[src/rtl/vga_frame_monitor.sv]
// vga_frame_monitor: passive VGA sink recovering coordinates from syncs, checking timing and reporting per-frame foreground stats.
// Optional VGA_MON_CHECKSUM_EN builds the checksum accumulator; otherwise checksum is tied to 0.
module vga_frame_monitor #(
  parameter int H_ACTIVE = 640,
  parameter int H_FP = 16,
  parameter int H_SYNC = 96,
  parameter int H_BP = 48,
  parameter int V_ACTIVE = 480,
  parameter int V_FP = 10,
  parameter int V_SYNC = 2,
  parameter int V_BP = 33,
  parameter logic [11:0] BG_COLOR = 12'h000
) (
  input  logic        clk,
  input  logic        reset,
  input  logic        px_tick,
  input  logic        hsync,
  input  logic        vsync,
  input  logic [3:0]  red,
  input  logic [3:0]  green,
  input  logic [3:0]  blue,
  output logic        locked,
  output logic        frame_valid,
  output logic [9:0]  min_x,
  output logic [9:0]  max_x,
  output logic [9:0]  min_y,
  output logic [9:0]  max_y,
  output logic [18:0] pix_count,
  output logic [15:0] checksum,
  output logic        sync_err
);
  localparam logic [9:0] HA0 = 10'(H_SYNC + H_BP);
  localparam logic [9:0] HA1 = 10'(H_SYNC + H_BP + H_ACTIVE);
  localparam logic [9:0] VA0 = 10'(V_SYNC + V_BP);
  localparam logic [9:0] VA1 = 10'(V_SYNC + V_BP + V_ACTIVE);
  localparam logic [9:0] HEND = 10'(H_ACTIVE + H_FP + H_SYNC + H_BP - 1);
  localparam logic [9:0] VEND = 10'(V_ACTIVE + V_FP + V_SYNC + V_BP);
  localparam logic [9:0] HSW = 10'(H_SYNC);
  typedef enum logic [1:0] {SEARCH, MEASURE, LOCKED} state_t;
  state_t state, state_n;
  logic hs_q, vs_q, lo_ok, frame_err;
  logic [9:0] h_cnt, v_cnt, lo_cnt, x, y;
  logic [9:0] a_min_x, a_max_x, a_min_y, a_max_y;
  logic [18:0] a_cnt;
  logic [11:0] color;
  logic h_fall, h_rise, v_fall, bad, fg, latch;
  always_comb begin
    color = {red, green, blue};
    h_fall = px_tick & hs_q & ~hsync;
    h_rise = px_tick & ~hs_q & hsync;
    v_fall = px_tick & vs_q & ~vsync;
    // a stalled counter means a missing sync edge, so saturation is itself a violation
    bad = px_tick & ((h_fall & ((h_cnt != HEND) | ~lo_ok)) | (v_fall & (v_cnt != VEND)) |
                     (h_cnt == 10'h3ff) | (v_cnt == 10'h3ff));
    x = h_cnt - HA0;
    y = v_cnt - VA0;
    fg = px_tick & (h_cnt >= HA0) & (h_cnt < HA1) & (v_cnt >= VA0) & (v_cnt < VA1) & (color != BG_COLOR);
    state_n = (state == SEARCH) ? (v_fall ? MEASURE : SEARCH) :
              (state == MEASURE) ? (v_fall ? ((frame_err | bad) ? SEARCH : LOCKED) : MEASURE) :
              (bad ? SEARCH : LOCKED);
    latch = (state == LOCKED) & v_fall & ~bad;
  end
  always_ff @(posedge clk) begin
    if (reset) begin
      state <= SEARCH;
      {hs_q, vs_q} <= 2'b11;
      {lo_ok, frame_err, locked, frame_valid, sync_err} <= '0;
      {h_cnt, v_cnt, lo_cnt} <= '0;
      {a_min_x, a_max_x, a_min_y, a_max_y, a_cnt} <= '0;
      {min_x, max_x, min_y, max_y, pix_count} <= '0;
    end else begin
      state <= state_n;
      frame_valid <= latch;
      sync_err <= bad & (state == LOCKED);
      locked <= (state_n == LOCKED) & (locked | latch);
      if (px_tick) begin
        hs_q <= hsync;
        vs_q <= vsync;
        h_cnt <= h_fall ? '0 : h_cnt + 10'(h_cnt != 10'h3ff);
        v_cnt <= v_fall ? '0 : h_fall ? v_cnt + 10'(v_cnt != 10'h3ff) : v_cnt;
        if (!hsync) lo_cnt <= h_fall ? 10'd1 : lo_cnt + 10'(lo_cnt != 10'h3ff);
        if (h_rise) lo_ok <= (lo_cnt == HSW);
        frame_err <= v_fall ? 1'b0 : frame_err | bad;
      end
      if (v_fall) begin
        {a_min_x, a_min_y} <= '1;
        {a_max_x, a_max_y, a_cnt} <= '0;
      end else if (fg) begin
        a_min_x <= (x < a_min_x) ? x : a_min_x;
        a_max_x <= (x > a_max_x) ? x : a_max_x;
        a_min_y <= (y < a_min_y) ? y : a_min_y;
        a_max_y <= (y > a_max_y) ? y : a_max_y;
        a_cnt <= a_cnt + 19'd1;
      end
      if (latch) {min_x, max_x, min_y, max_y, pix_count} <= {a_min_x, a_max_x, a_min_y, a_max_y, a_cnt};
    end
  end
`ifdef VGA_MON_CHECKSUM_EN
  logic [15:0] a_sum;
  always_ff @(posedge clk) begin
    if (reset) begin
      a_sum <= '0;
      checksum <= '0;
    end else begin
      a_sum <= v_fall ? '0 : fg ? a_sum + 16'(color) : a_sum;
      if (latch) checksum <= a_sum;
    end
  end
`else
  assign checksum = '0;
`endif
endmodule

[config.mk]
export PLATFORM = sky130hd
export DESIGN_NAME = vga_frame_monitor
export DESIGN_NICKNAME = d
export VERILOG_FILES = /design/src/rtl/vga_frame_monitor.sv
export SDC_FILE = /design/constraint.sdc
export NUM_CORES = 1
export LEC_CHECK = 0
export ABC_CLOCK_PERIOD_IN_PS = 4050
export BUFFER_PORTS_ARGS = -buffer_cell sky130_fd_sc_hd__buf_2
export CAP_MARGIN = 10
export CORE_AREA = 2 2 133 135
export CTS_BUF_LIST = sky130_fd_sc_hd__clkbuf_8
export CTS_CLUSTER_SIZE = 28
export DETAILED_ROUTE_END_ITERATION = 10
export DIE_AREA = 0 0 135 137
export GPL_TIMING_DRIVEN = 0
export SETUP_SLACK_MARGIN = 0.4
export SLEW_MARGIN = 5
export SYNTH_ARGS = -nofsm -noshare
export SYNTH_HDL_FRONTEND = slang
export SYNTH_SLANG_ARGS = --single-unit
[constraint.sdc]
create_clock -name clk -period 4.05 [get_ports clk]
set_input_delay 0.81 -clock clk [delete_from_list [all_inputs] [get_ports clk]]
set_output_delay 0.81 -clock clk [all_outputs]
set_load 0.01 [all_outputs]
==> results of run 1 <==
-- layout make-up --
type / count / area [um2] / share of cell area
Inverter: 70 / 263 / 0.0303
Sequential cell: 157 / 3140 / 0.362
Timing Repair Buffer: 77 / 385 / 0.0444
Multi-Input combinational cell: 635 / 3850 / 0.444
Tap cell: 225 / 282 / 0.0325
Clock buffer: 20 / 275 / 0.0317
Buffer: 64 / 340 / 0.0392
Clock inverter: 12 / 138 / 0.0159
-- worst max-delay path by stage --
stage | from | endpoint | slack (ns)
3_5_place_dp | px_tick | pix_count[2] | 0.45
3_3_place_gp | px_tick | pix_count[2] | 0.40
2_1_floorplan | v_cnt[2] | a_min_y[2] | 1.07
6_report | v_cnt[0] | a_min_y[3] | 0.71
5_1_grt | v_cnt[0] | a_min_y[3] | 0.42
4_1_cts | v_cnt[0] | a_min_y[9] | 0.60
-- cell families after synthesis --
logic type,Yosys count,share of synthesized area
compound gates,167,0.138
xor+xnor,47,0.0546
fa+ha+maj,50,0.0830
buf+inv,134,0.0800
flops,157,0.417
mux,4,0.00531
other cells,1,0.000498
simple gates,351,0.222
-- metal layers --
metal | GRT usage | up-vias | part of all wire
met5 | 0 | - | 0
met4 | 0.0770 | 0 | 0.024
met3 | 0.0407 | 30 | 0.050
met2 | 0.309 | 143 | 0.43
met1 | 0.278 | 2843 | 0.50
li1 | - | 3313 | -
-- worst max-delay path, stage by stage, from the launching register on --
cell and delay [ns]:
dfxtp_1 0.46, a2111oi_1 0.60, nor2b_1 0.13, nor2_1 0.14, xor2_1 0.32, ha_1 0.31
a21oi_1 0.14, o21ai_0 0.10, or3_1 0.44, nor3_4 0.39, a221oi_1 0.16
-- stage by stage --
| stage | hold WS [ns] | instance area [um2] | utilization |
|---|---|---|---|
| floorplan | 0.425 | 7590 | - |
| CTS | 0.454 | 8670 | 0.508 |
| global route | 0.467 | 8670 | 0.509 |
| finish | 0.451 | 8670 | 0.509 |
| detailed placement | 0.443 | 8260 | 0.484 |
| global placement | 0.439 | 8260 | 0.484 |
-- repair_timing --
action / CTS / global route
hold buffers: 0 / 0
endpoints found under the setup margin: 0 / 10
resized for setup: 0 / 1
-- where the power goes --
| part | switching, mW | internal, mW |
|---|---|---|
| clock | 0.611 | 0.599 |
| sequential | 0.0183 | 1.56 |
| combinational | 0.105 | 0.0599 |
| total | 0.734 | 2.22 |
-- sequential cells by signal, summed over array words and instances, names as in the netlist, 10 cells and up --
name / count
a_cnt: 19
pix_count: 19
a_max_x: 10
a_max_y: 10
a_min_x: 10
a_min_y: 10
h_cnt: 10
lo_cnt: 10
max_x: 10
max_y: 10
min_x: 10
min_y: 10
v_cnt: 10
-- Yosys cell counts (3+ instances only) --
| cell type | number |
|---|---|
| and3_1 | 5 |
| a41oi_1 | 3 |
| or3_1 | 9 |
| dfxtp_1 | 157 |
| nand2b_1 | 6 |
| nand3_1 | 32 |
| a221oi_1 | 18 |
| nor3_1 | 8 |
| xnor2_1 | 27 |
| mux2i_1 | 4 |
| o21ai_0 | 14 |
| nand2_1 | 154 |
| xor2_1 | 20 |
| buf_2 | 7 |
| ha_1 | 50 |
| o31ai_1 | 9 |
| nor4b_1 | 3 |
| nor2_1 | 71 |
| and4_1 | 5 |
| nor4_1 | 16 |
| nand4_1 | 15 |
| inv_1 | 70 |
| clkbuf_1 | 35 |
| buf_4 | 16 |
| nor2b_1 | 7 |
| a211oi_1 | 14 |
| buf_6 | 4 |
| nor3b_1 | 4 |
| a21oi_1 | 93 |
==> results.toml, run 1 <==
[outcome]
status = "finished clean"

[clock_tree]
htree_levels = 4
cts_buffers = 17
clk-insertion-delay-late_ns = 0.46
clkTransAtPathRegs_ns = 0.08
cts_buffer_depth = 2
cts_sinks = 157
post_cts_buffers = 0
cts_root_buf = "clkbuf_8"
cts_tree = "yes"

[sta]
setup_viol = 0
hold_viol = 0
max_freq_mhz = 300
rsz0062_at_grt = "false"
setup_ws_ns = 0.713
fin_crit_sh = 0.824
skew_ns = 0.0112
tns_ns = 0
tightest_slew_ns = 1.13
max_slew_margin = 0.246
period_needed_ns = 3.34
slew_violations = 0

[power]
power_mw = 2.96
power_density_nw_per_um2 = 341
vdd_drop_max_v = 0.000197
cellLeakagePower_nw = 3.37

[cells_and_area]
fillers = 1724
drive_gt1_frac = 0.144
final_nets = 1089
area_growth_pct = 15.1
final_common_cell = "dfxtp_1"
layout_common_cells = "dfxtp_1, nand2_1, a21oi_1"
fin_cells = 1260
diodes = 0

[job]
drv_cap = 0

[critical_path]
end_kind = "flop"
r2r_end = "a_min_y[3]"
arrival_ns = 3.64
crit_required_ns = 4.36
start_kind = "flop"
path_class = "flop to flop"
critPathMaxFanout = 10
r2r_slack_ns = 0.71
rr_startpoint = "v_cnt[0]"
rr_worst_depth = 10

[min_path]
hold_path_depth = 2
min-delay-start = "min_y[6]"
hold_class = "flop to flop"
hold_end = "min_y[6]"

[floorplan]
ioPinCount = 95
die_w_um = 135
core_area_um2 = 17100
start_util = 0.442
num_rows = 48
die_h_um = 137
die_area_um2 = 18500

[global_route]
antenna_found_initial = 0
grt_pass1_vias = 5834
grt_usage = 0.201
grt_start_max_net_pins = 17
gr-total-overflow = 0
grt_pass1_wl_mm = 29.4

[placed_design]
port_buffers = 77
dp_hpwl_mm = 13.0
place_ws_ns = 0.448
dpl.cell_count = 1228
globalplace.congestion = 0.863

[synthesis]
synth_edf_count = 0
ys_seq_area_frac = 0.417
ys_types = 55
ys_ff_latch = 157
synth_area_leaders = "dfxtp_1, ha_1, nand2_1"
synth_top_cell_by_area = "dfxtp_1"
syn_area_per_cell_um2 = 8.27
ys.flop_type = "dfxtp_1"
synthCells = 911
yosysTopAreaCellShare = 0.417
async_flop_share = 0
synth_area_um2 = 7540
ys_warn_count = 0

[routing]
wirelength_mm = 17.8
wl_per_cell_um = 14.1
drt_iter0_drc = 442
post-route-drc-count = 0
ant_nets = 0
via_count = 6329
first_pass_iters = 5
vias_per_cell = 5.02
Power figures use the tool's default switching activity.
==> run 2: changes to the inputs <==
--- a/config.mk
+++ b/config.mk
@@ -5,7 +5,7 @@
 export SDC_FILE = /design/constraint.sdc
 export NUM_CORES = 1
 export LEC_CHECK = 0
-export ABC_CLOCK_PERIOD_IN_PS = 4050
+export ABC_CLOCK_PERIOD_IN_PS = 3500
 export BUFFER_PORTS_ARGS = -buffer_cell sky130_fd_sc_hd__buf_2
 export CAP_MARGIN = 10
 export CORE_AREA = 2 2 133 135
==> constraint.sdc (replaced) <==
create_clock -name clk -period 3.5 [get_ports clk]
set_input_delay 0.7 -clock clk [delete_from_list [all_inputs] [get_ports clk]]
set_output_delay 0.7 -clock clk [all_outputs]
set_load 0.01 [all_outputs]
==> run 2 against run 1 <==
  * Fmax grew 13%
  * First-iteration DRC count is 3.4% lower
  * Clock-buffer cell count did not move
  * Critical path depth grew 3
  * Die area is the same
  * Cell area rose by 3.3%
  * Sequential power grew 16%
  * Via count is 1.1% higher
  * Critical path type unchanged
  * Largest cell class unchanged
==> results.toml, run 2 (synthesis gave the netlist of run 1 again) <==
[outcome]
status = "finished clean"

[placed_design]
placed_cell_area_um2 = 8260
globalplace.congestion = 0.863
dpl.cell_count = 1228
port_buffers = 77
dp_hpwl_mm = 13.0

[routing]
via_count = 6401
wirelength_mm = 18.0
post-route-drc-count = 0
vias_per_cell = 5.01
ant_nets = 0
drt_iter0_drc = 427
wl_per_cell_um = 14.1
first_pass_iters = 5

[job]
drv_cap = 0

[clock_tree]
clk-insertion-delay-late_ns = 0.46
cts_buffers = 17
clkTransAtPathRegs_ns = 0.08
htree_levels = 4
cts_buffer_depth = 2
cts_root_buf = "clkbuf_8"
cts_sinks = 157
cts_tree = "yes"

[global_route]
grt_busiest_layer = "met2"
grt_pass1_wl_mm = 29.6
grt_usage = 0.202
antenna_found_initial = 0
grt_use_met3 = 0.0419
met1_usage = 0.280
grt_use_met2 = 0.310
grt_start_max_net_pins = 17
gr-total-overflow = 0
grt_pass1_vias = 5887

[sta]
rsz0062_at_grt = "false"
tightest_slew_ns = 0.737
setup_viol = 0
max_freq_mhz = 339
slew_violations = 0
skew_ns = 0.0131
hold_viol = 0
max_slew_margin = 0.508
period_needed_ns = 2.95
fin_crit_sh = 0.842

[cells_and_area]
fin_cells = 1277
final_common_cell = "dfxtp_1"
final_nets = 1106
final-seq-area_um2 = 3150
finalInstanceArea_um2 = 8960
multi_input_area_um2 = 3970
drive_gt1_frac = 0.182
layout_common_cells = "dfxtp_1, nand2_1, a21oi_1"
fillers = 1696
diodes = 0
area_growth_pct = 18.9

[min_path]
hold_class = "flop to flop"

[floorplan]
num_rows = 48
core_area_um2 = 17100
start_util = 0.442
die_w_um = 135
die_area_um2 = 18500
die_h_um = 137
ioPinCount = 95

[power]
vdd_drop_max_v = 0.000229
power_mw = 3.42
cellLeakagePower_nw = 3.51
power_density_nw_per_um2 = 382

[critical_path]
crit_required_ns = 3.82
start_kind = "flop"
path_class = "flop to flop"
critPathMaxFanout = 10
arrival_ns = 3.27
end_kind = "flop"
==> run 2: changes by cell type in the layout (fill, tap and decap cells not counted), moves of 3 or more <==
cell / previous run / this run
clkbuf_1: 35 / 32
xor2_1: 20 / 17
o21ai_0: 14 / 11
xor2_2: 0 / 3
buf_4: 16 / 34
a211oi_1: 14 / 11
a211oi_2: 0 / 3
dfxtp_1: 157 / 154
==> run 2: power breakdown <==
group          internal (mW)  switching [mW]
sequential              1.81          0.0208
clock                  0.693           0.703
combinational         0.0741           0.125
total                   2.57           0.849
==> run 2: metrics by stage <==
step / util / TNS, ns / hold WS, ns / worst slack (ns)
finish: 0.525 / 0 / 0.451 / 0.553
global route: 0.525 / 0 / 0.467 / 0.406
CTS: 0.515 / 0 / 0.454 / 0.424
detailed placement: 0.484 / 0 / 0.443 / 0.00776
global placement: 0.484 / -0.170 / 0.439 / -0.0366
floorplan: - / 0 / 0.425 / 0.516
==> run 2: final timing paths <==
kind,from,endpoint,slack (ns),cells after the start
worst max register to register,h_cnt[6],a_max_x[1],0.55,13
worst max-delay path,h_cnt[6],a_max_x[1],0.55,13
worst min register to register,min_y[6],min_y[6],0.45,2
worst min-delay path,min_y[6],min_y[6],0.45,2
==> run 2: area by class of cell <==
cell class / instances / share of cell area
Clock inverter: 12 / 0.0154
Sequential cell: 157 / 0.352
Clock buffer: 20 / 0.0307
Tap cell: 225 / 0.0314
Multi-Input combinational cell: 635 / 0.444
Timing Repair Buffer: 94 / 0.0587
Buffer: 64 / 0.0390
Inverter: 70 / 0.0293
==> run 2: repair_timing <==
item	4_1_cts	5_1_grt
endpoints found under the setup margin	60	100
gates cloned	0	1
resized for setup	13	32
pin swaps	5	7
hold buffers	0	0
setup buffers	6	10
==> run 2: layer usage <==
layer,wire (um),vias to the layer above
met5,0,-
met4,386,0
met3,851,29
met2,7740,145
met1,9030,2879
li1,-,3348
==> run 2: critical path, cell delays in order (launching register included) <==
cell and delay (ns):
dfxtp_1 0.30, buf_2 0.17, or3_1 0.36, a21oi_1 0.19
xor2_1 0.27, ha_1 0.31, a21oi_1 0.14, o21ai_1 0.12
nor4bb_2 0.41, nor4_4 0.05, buf_4 0.19, buf_6 0.14
nand3_1 0.07, o31ai_1 0.08
